### config.mk
export PLATFORM = sky130hd
export DESIGN_NAME = slc3_mem_ctrl
export DESIGN_NICKNAME = d
export VERILOG_FILES = /design/src/rtl/slc3_mem_pkg.sv /design/src/rtl/slc3_io_regs.sv /design/src/rtl/slc3_mem_ctrl.sv
export SDC_FILE = /design/constraint.sdc
export NUM_CORES = 1
export LEC_CHECK = 0
export CORE_ASPECT_RATIO = 1.25
export CORE_MARGIN = 1.5
export CORE_UTILIZATION = 44
export CTS_BUF_LIST = sky130_fd_sc_hd__clkbuf_2 sky130_fd_sc_hd__clkbuf_4 sky130_fd_sc_hd__clkbuf_8
export CTS_CLUSTER_SIZE = 40
export DETAILED_ROUTE_END_ITERATION = 12
export GPL_TIMING_DRIVEN = 1
export PLACE_DENSITY_LB_ADDON = 0.12
export REMOVE_ABC_BUFFERS = 1
export SETUP_SLACK_MARGIN = 0.2
export SKIP_LAST_GASP = 1
export SLEW_MARGIN = 30
export SYNTH_ARGS = -nofsm -noshare
export SYNTH_HDL_FRONTEND = slang
export SYNTH_HIERARCHICAL = 1
export SYNTH_SLANG_ARGS = --single-unit
### constraint.sdc
create_clock -name Clk -period 3 [get_ports Clk]
set_clock_uncertainty 0.05 [all_clocks]
set_input_delay 0.45 -clock Clk [delete_from_list [all_inputs] [get_ports Clk]]
set_output_delay 0.45 -clock Clk [all_outputs]
set_load 0.03 [all_outputs]
### src/rtl/slc3_mem_pkg.sv
// slc3_mem_pkg: shared FSM state type and wait-counter sizing for the SLC-3 memory controller
package slc3_mem_pkg;
    typedef enum logic [2:0] {IDLE, SETUP, RD, WR, DONE} mem_state_t;
    function automatic int cnt_width(input int ws);
        return (ws < 1) ? 1 : $clog2(ws + 1);
    endfunction
endpackage

### src/rtl/slc3_io_regs.sv
// slc3_io_regs: I/O window decode, hex/LED registers and I/O read-data mux
module slc3_io_regs #(
    parameter int DATA_W = 16,
    parameter int CPU_ADDR_W = 16,
    parameter int NUM_HEX = 4,
    parameter int LED_W = 12,
    parameter logic [CPU_ADDR_W-1:0] SW_ADDR = 16'hFFFF,
    parameter logic [CPU_ADDR_W-1:0] LED_ADDR = 16'hFFFE
) (
    input  logic                  clk,
    input  logic                  rst,
    input  logic                  wr,
    input  logic [CPU_ADDR_W-1:0] addr,
    input  logic [DATA_W-1:0]     wdata,
    input  logic [DATA_W-1:0]     switches,
    output logic                  hit,
    output logic [DATA_W-1:0]     rdata,
    output logic [4*NUM_HEX-1:0]  hex_val,
    output logic [LED_W-1:0]      led
);
    logic sw_hit, led_hit;
    assign sw_hit = addr == SW_ADDR;
    assign led_hit = addr == LED_ADDR;
    assign hit = sw_hit || led_hit;
    assign rdata = sw_hit ? switches : DATA_W'(led);
    always_ff @(posedge clk) begin
        if (rst) begin
            hex_val <= '0;
            led <= '0;
        end else begin
            if (wr && sw_hit) hex_val <= wdata[4*NUM_HEX-1:0];
            if (wr && led_hit) led <= wdata[LED_W-1:0];
        end
    end
endmodule

### src/rtl/slc3_mem_ctrl.sv
// slc3_mem_ctrl: req/ack memory controller for the SLC-3 with wait-stated async SRAM and I/O window
module slc3_mem_ctrl
    import slc3_mem_pkg::*;
#(
    parameter int DATA_W = 16,
    parameter int CPU_ADDR_W = 16,
    parameter int SRAM_ADDR_W = 20,
    parameter int WAIT_STATES = 1,
    parameter int NUM_HEX = 4,
    parameter int LED_W = 12,
    parameter logic [CPU_ADDR_W-1:0] SW_ADDR = 16'hFFFF,
    parameter logic [CPU_ADDR_W-1:0] LED_ADDR = 16'hFFFE
) (
    input  logic                   Clk,
    input  logic                   Reset,
    input  logic                   cpu_req,
    input  logic                   cpu_we,
    input  logic [CPU_ADDR_W-1:0]  cpu_addr,
    input  logic [DATA_W-1:0]      cpu_wdata,
    output logic [DATA_W-1:0]      cpu_rdata,
    output logic                   cpu_ack,
    input  logic [DATA_W-1:0]      switches,
    output logic [4*NUM_HEX-1:0]   hex_val,
    output logic [LED_W-1:0]       led,
    output logic [SRAM_ADDR_W-1:0] sram_addr,
    output logic                   sram_ce_n,
    output logic                   sram_oe_n,
    output logic                   sram_we_n,
    output logic                   sram_ub_n,
    output logic                   sram_lb_n,
    output logic [DATA_W-1:0]      sram_dq_out,
    output logic                   sram_dq_oe,
    input  logic [DATA_W-1:0]      sram_dq_in
);
    localparam int CW = cnt_width(WAIT_STATES);
    localparam logic [CW-1:0] WS = CW'(WAIT_STATES);
    mem_state_t state, next;
    logic [CW-1:0] cnt;
    logic was_wr, io_hit, accept, hold, ce;
    logic [DATA_W-1:0] io_rdata;
    assign accept = state == IDLE && cpu_req;
    slc3_io_regs #(
        .DATA_W(DATA_W), .CPU_ADDR_W(CPU_ADDR_W), .NUM_HEX(NUM_HEX), .LED_W(LED_W),
        .SW_ADDR(SW_ADDR), .LED_ADDR(LED_ADDR)
    ) u_io (
        .clk(Clk), .rst(Reset), .wr(accept && cpu_we), .addr(cpu_addr), .wdata(cpu_wdata),
        .switches(switches), .hit(io_hit), .rdata(io_rdata), .hex_val(hex_val), .led(led)
    );
    always_comb begin
        next = state;
        case (state)
            IDLE:    if (cpu_req) next = io_hit ? DONE : cpu_we ? SETUP : RD;
            SETUP:   next = WR;
            RD, WR:  if (cnt == '0) next = DONE;
            default: next = IDLE;
        endcase
    end
    always_ff @(posedge Clk) begin
        if (Reset) begin
            state <= IDLE;
            cnt <= '0;
            was_wr <= 1'b0;
            cpu_rdata <= '0;
            sram_addr <= '0;
            sram_dq_out <= '0;
        end else begin
            state <= next;
            if (accept) begin
                was_wr <= cpu_we && !io_hit;
                sram_addr <= SRAM_ADDR_W'(cpu_addr);
                sram_dq_out <= cpu_wdata;
            end
            if ((accept && !io_hit) || state == SETUP) cnt <= WS;
            else if ((state == RD || state == WR) && cnt != '0) cnt <= cnt - 1'b1;
            if (accept && io_hit && !cpu_we) cpu_rdata <= io_rdata;
            else if (state == RD && cnt == '0) cpu_rdata <= sram_dq_in;
        end
    end
    // DONE after an SRAM write keeps the bus driven and the chip selected as data hold
    assign hold = state == DONE && was_wr;
    assign ce = state == SETUP || state == RD || state == WR || hold;
    assign cpu_ack = state == DONE;
    assign sram_ce_n = !ce;
    assign sram_ub_n = !ce;
    assign sram_lb_n = !ce;
    assign sram_oe_n = state != RD;
    assign sram_we_n = state != WR;
    assign sram_dq_oe = state == SETUP || state == WR || hold;
endmodule

After elaboration in Yosys (flattened, before gate mapping). Index checks and enable logic that the tools add are counted.

Bits of input ports: 68. Word-level logic and storage cells: 57. Output and inout bits: 87. Bits in registers: 81.

Reduce and logical (&&, ||, !) cells: 27. Muxes and demuxes: 10. Add/subtract/negate cells: 1. Eq/ne operators: 10. Bitwise gates (word level): 1.

Operators by type and width (count): two-way mux 16 bit (3); == test 16 bit, second input constant (2); logical AND 1 bit (11); two-way mux 3 bit (3); case mux 3 bit (3 select lines) (1); logical OR 1 bit (8); == test 3 x 2 -> 1 bit, second input constant (2); inequality test 3 x 2 -> 1 bit, second input constant (2); inequality test 2 bit, second input constant (2); nonzero test 2 bit (2); == test 3 x 1 -> 1 bit, second input constant (1); == test 3 bit, second input constant (1); zero test 1 bit (3); zero test 3 bit (1); two-way mux 1 bit (2); two-way mux 2 bit (1); AND reduction 2 bit (1); OR reduction 2 bit (1); inverter 1 bit (1); subtractor 1 bit, second input constant (1).

Logic depth before layout (Yosys ltp). Gate-level depths: netlist of the first run.

Depth in word-level cells: 6. Depth in mapped cells: 11. Gate-level depth less buffers: 7.

Cells and area by module. Netlist of the first run, hierarchy kept.

By module, submodules not included: slc3_mem_ctrl (instances 1, sequential area each 1061.0 um^2, area an instance 2217.1 um^2, cells an instance 275); slc3_io_regs (instances 1, sequential area each 560.5 um^2, area an instance 1331.3 um^2, cells an instance 154).

Worst setup path before layout of the first run. Ideal clock, no wire load.

Path type: reg2out. Start point: register state[0]. End point: output port sram_lb_n. Buffers on the path: 2. Required time: 2.500 ns. Arrival: 2.210 ns. Setup slack: 0.290 ns. Cell stages (with the launch flop): 6. Path through: dfxtp_1 > clkbuf_1 > nor3b_1 > a22o_1 > nor2_1 > buf_4.

Elaborated cells between the ends (all ways): 9. Those cells by class: eq/ne (4); reduce/logical (5).

RTL lines: from (decl) (RTL line slc3_mem_ctrl.sv:37) `mem_state_t state, next;`; from (signal assigned) (RTL line slc3_mem_ctrl.sv:67) `state <= next;`; == test 3 bit; via cpu_ack (RTL line slc3_mem_ctrl.sv:21) `output logic cpu_ack,`; logical AND 1 bit (RTL line slc3_mem_ctrl.sv:80) `assign hold = state == DONE && was_wr;`; logical OR 1 bit (RTL line slc3_mem_ctrl.sv:81) `assign ce = state == SETUP || state == RD || state == WR || hold;`; zero test 1 bit (RTL line slc3_mem_ctrl.sv:85) `assign sram_lb_n = !ce;`; to (decl) (RTL line slc3_mem_ctrl.sv:30) `output logic sram_lb_n,`.

The timed path passes the listed nets, and every way through them passes these cells.

Final worst setup path of the first run.
Start point: register state[2]. End point: output port sram_dq_oe.

Word-level cells in the longest chain between the ends: 3. Elaborated cells between the ends (all ways): 6. Those cells by class: eq/ne (3); reduce/logical (3).

Ends and longest elaborated chain: == test 3 x 1 -> 1 bit, or another cell as far along (RTL line slc3_mem_ctrl.sv:88) `assign sram_dq_oe = state == SETUP || state == WR || hold;`; logical OR 1 bit / logical AND 1 bit (equally long branches) (RTL line slc3_mem_ctrl.sv:88, slc3_mem_ctrl.sv:80); logical OR 1 bit * (RTL line slc3_mem_ctrl.sv:88); to (decl) (RTL line slc3_mem_ctrl.sv:32) `output logic sram_dq_oe,`.

Mark *: on every way between the ends. The rest lies on a longest branch, timed or not.

==> metrics, run 1 <==
peak supply drop=0.280 mV; Worst EP required=approximately 2500 ps; CP Class=reg -> out; Buffers on Ports=150; fin crit period=2600 ps; R2R depth=3; initial DRC count=about 170; Mean Syn Cell Area=8.27 um2; Skew-Pair Late Insertion Delay=350 ps; DIE WIDTH=83.3 um; ANT cells=0; # nets final=626; Synth top area share=45.7%; Clock transition at path regs=90 ps; initial antenna violation count=0; CTS tree=yes; fmax=384 MHz; CTS Buf Count=9; worst rel slew slack=45.7%; clk buf depth=2; Die Ht=103 um; post-DP HPWL=7.03 mm; most common cell in the netlist=nand2_1; WP buf/inv=1; Rows=36; initial core utilization=45.5%; layout cells sized above 1=10.1%; Worst Hold Launch=was_wr; Setup crit end kind=output pin; layout overhead on the synthesized area=47.0%; H-tree levels=3; WL per Instance=15.5 um; slew of the pin with the lowest slew margin=815 ps; ys async rst share=0%; cell count after synthesis=429; synth top area cells=dfxtp_1, nand2_1, a21oi_1, a311oi_2, mux2_4; DIE AREA=8620 um2; crit path max fanout=10; Ports=roughly 160; Hold WC Path Type=reg -> reg; EDFF count, synth=0; Final Hold Vio Count=0; Post-synth top cells=nand2_1, dfxtp_1, a21oi_1, clkbuf_1; first-pass GRT wire length=~16 mm; fill cell count=672; Final setup viols=0; crit path launch type=flop; Critical Path AT=between 2000 and 2500 ps; sequential element share of the synthesized area=45.7%; routed wire length=10.2 mm; Mapped Area=3550 um2; clock sink total=81; CP cell instances=nor3b_1, a22o_1, clkdlybuf4s50_1; worst hold slack=~400 ps; Final Max Tran Viols=0; synth warn=6; DRC viols=0; largest area contributor in the netlist=dfxtp_1; gpl congestion=~0.85; Pre-antenna DRT Iters=4; leakage power=approximately 1.8 nW; RSZ-0062 raised after global routing=false; FF-to-FF setup slack=820 ps; Hold Path End=was_wr; Fin Setup TNS=0 ps; Pwr Density=475 nW/um2; Vias per Instance=5.37; total gr overflow=0; top_reg_cell synth=dfxtp_1; gr usage total=23.2%; number of max-cap violations=0; CP max stage cell=clkdlybuf4s50_1; via count=3,533; FF+latch count, synth=81; Top Family by Delay on Critical Path=buffers and inverters; RR Startpoint=state[2]; Post-DRT Antenna Nets=0; vias in the first global route=between 3,000 and 4,000; Synth cell types=36; Crit path largest cell delay=about 700 ps; period utilization=86.8%; CTS Root Cell=clkbuf_8; Placeable Area=7790 um2; RR Endpoint=cpu_rdata[13]; largest net degree at the start of global routing=50; Hold Path Stages=2; status=complete, no violations; hold buffers post-CTS=0; post-CTS setup repair buffer count=0
-- layer usage --
layer  vias up  GRT usage [%]  wire, um
met1      1645           28.4      4360
met2       130           38.5      4870
met3        19           6.98       765
li1       1739              -         -
met5         -              0         0
met4         0           9.49       207
-- tightest hold or removal path, stage by stage, from the launching register on --
cell and delay, ps:
dfxtp_1 320, nand2_1 50, a21oi_1 50
-- final cells by class --
cell class                      count  area, um2  share of cell area (%)
Multi-Input combinational cell    302       1700                    32.6
Sequential cell                    81       1620                    31.1
Timing Repair Buffer              160       1580                    30.4
Clock buffer                       11        139                    2.66
Tap cell                           95        119                    2.28
Clock inverter                      5       32.5                   0.624
Inverter                            4       20.0                   0.384
-- logic make-up (layout without fill, tap and decap cells) --
logic type / after synthesis / in the layout / share of synthesized area (%)
AOI/OAI and AO/OA: 111 / 111 / 19.4
muxes: 12 / 12 / 4.87
buffers and inverters: 49 / 180 / 6.95
and+or+nand+nor: 175 / 175 / 23.0
DFF: 81 / 81 / 45.7
other: 1 / 4 / 0.106
-- flip-flops by register name (all words and copies together), names as in the netlist --
register	flops
sram_addr	16
was_wr	1
sram_dq_out	16
state	3
cpu_rdata	16
u_io/hex_val	16
cnt	1
u_io/led	12
-- cells in the final DEF (no fill, tap or decap), drive strengths merged, types with 4 or more instances in the layout --
| master | netlist | final |
|---|---|---|
| a311oi | 16 | 16 |
| dfxtp | 81 | 81 |
| clkdlybuf4s50 | 0 | 149 |
| and3 | 4 | 4 |
| a21oi | 62 | 62 |
| nor2 | 4 | 4 |
| conb | 1 | 4 |
| mux2 | 12 | 12 |
| o21ai | 29 | 29 |
| nor3 | 17 | 17 |
| nand2 | 100 | 100 |
| nand3 | 29 | 29 |
| clkbuf | 30 | 11 |
| buf | 15 | 11 |
-- worst max path at each step --
stage | start | end | slack [ps] | cells after the start
floorplan | state[2] | u_io/led[0] | -30 | 5
global placement | cpu_addr[3] | cpu_rdata[2] | 280 | 8
detailed placement | cpu_addr[8] | cpu_rdata[11] | 220 | 7
CTS | state[0] | sram_ub_n | 330 | 4
global route | state[2] | sram_ub_n | 220 | 4
finish | state[2] | sram_dq_oe | 400 | 3
-- through the flow --
step	power (mW)	worst slack [ps]	instance area, um2	cells	util (%)
2_1_floorplan	1.48	-31.9	3330	387	-
3_3_place_gp	1.79	276	5040	642	64.7
3_5_place_dp	1.80	223	5040	642	64.7
4_1_cts	2.50	335	5220	658	66.9
5_1_grt	2.59	223	5220	658	67.0
6_report	2.48	397	5220	658	67.0
-- power breakdown --
part / internal (mW) / switching (mW) / total (mW) / leakage [nW]
registers: 1.13 / 0.0400 / 1.17 / 0.659
logic: 0.256 / 0.338 / 0.594 / 1.09
clock network: 0.316 / 0.392 / 0.708 / 0.0822
-- what timing repair did --
item / CTS / global route
endpoints found under the setup margin: 0 / 3
hold endpoints to repair: 0 / 0
resized for setup: 0 / 1
Note: power is estimated with default switching activity, not from simulation.
==> inputs of run 2 (changes only) <==
--- a/config.mk
+++ b/config.mk
@@ -9,8 +9,9 @@
 export CORE_MARGIN = 1.5
 export CORE_UTILIZATION = 44
 export CTS_BUF_LIST = sky130_fd_sc_hd__clkbuf_2 sky130_fd_sc_hd__clkbuf_4 sky130_fd_sc_hd__clkbuf_8
-export CTS_CLUSTER_SIZE = 40
+export CTS_CLUSTER_SIZE = 10
 export DETAILED_ROUTE_END_ITERATION = 12
+export GPL_ROUTABILITY_DRIVEN = 0
 export GPL_TIMING_DRIVEN = 1
 export PLACE_DENSITY_LB_ADDON = 0.12
 export REMOVE_ABC_BUFFERS = 1
==> results of run 2 <==
Same layout as run 1: the final DEF is identical, and so are final timing and power.
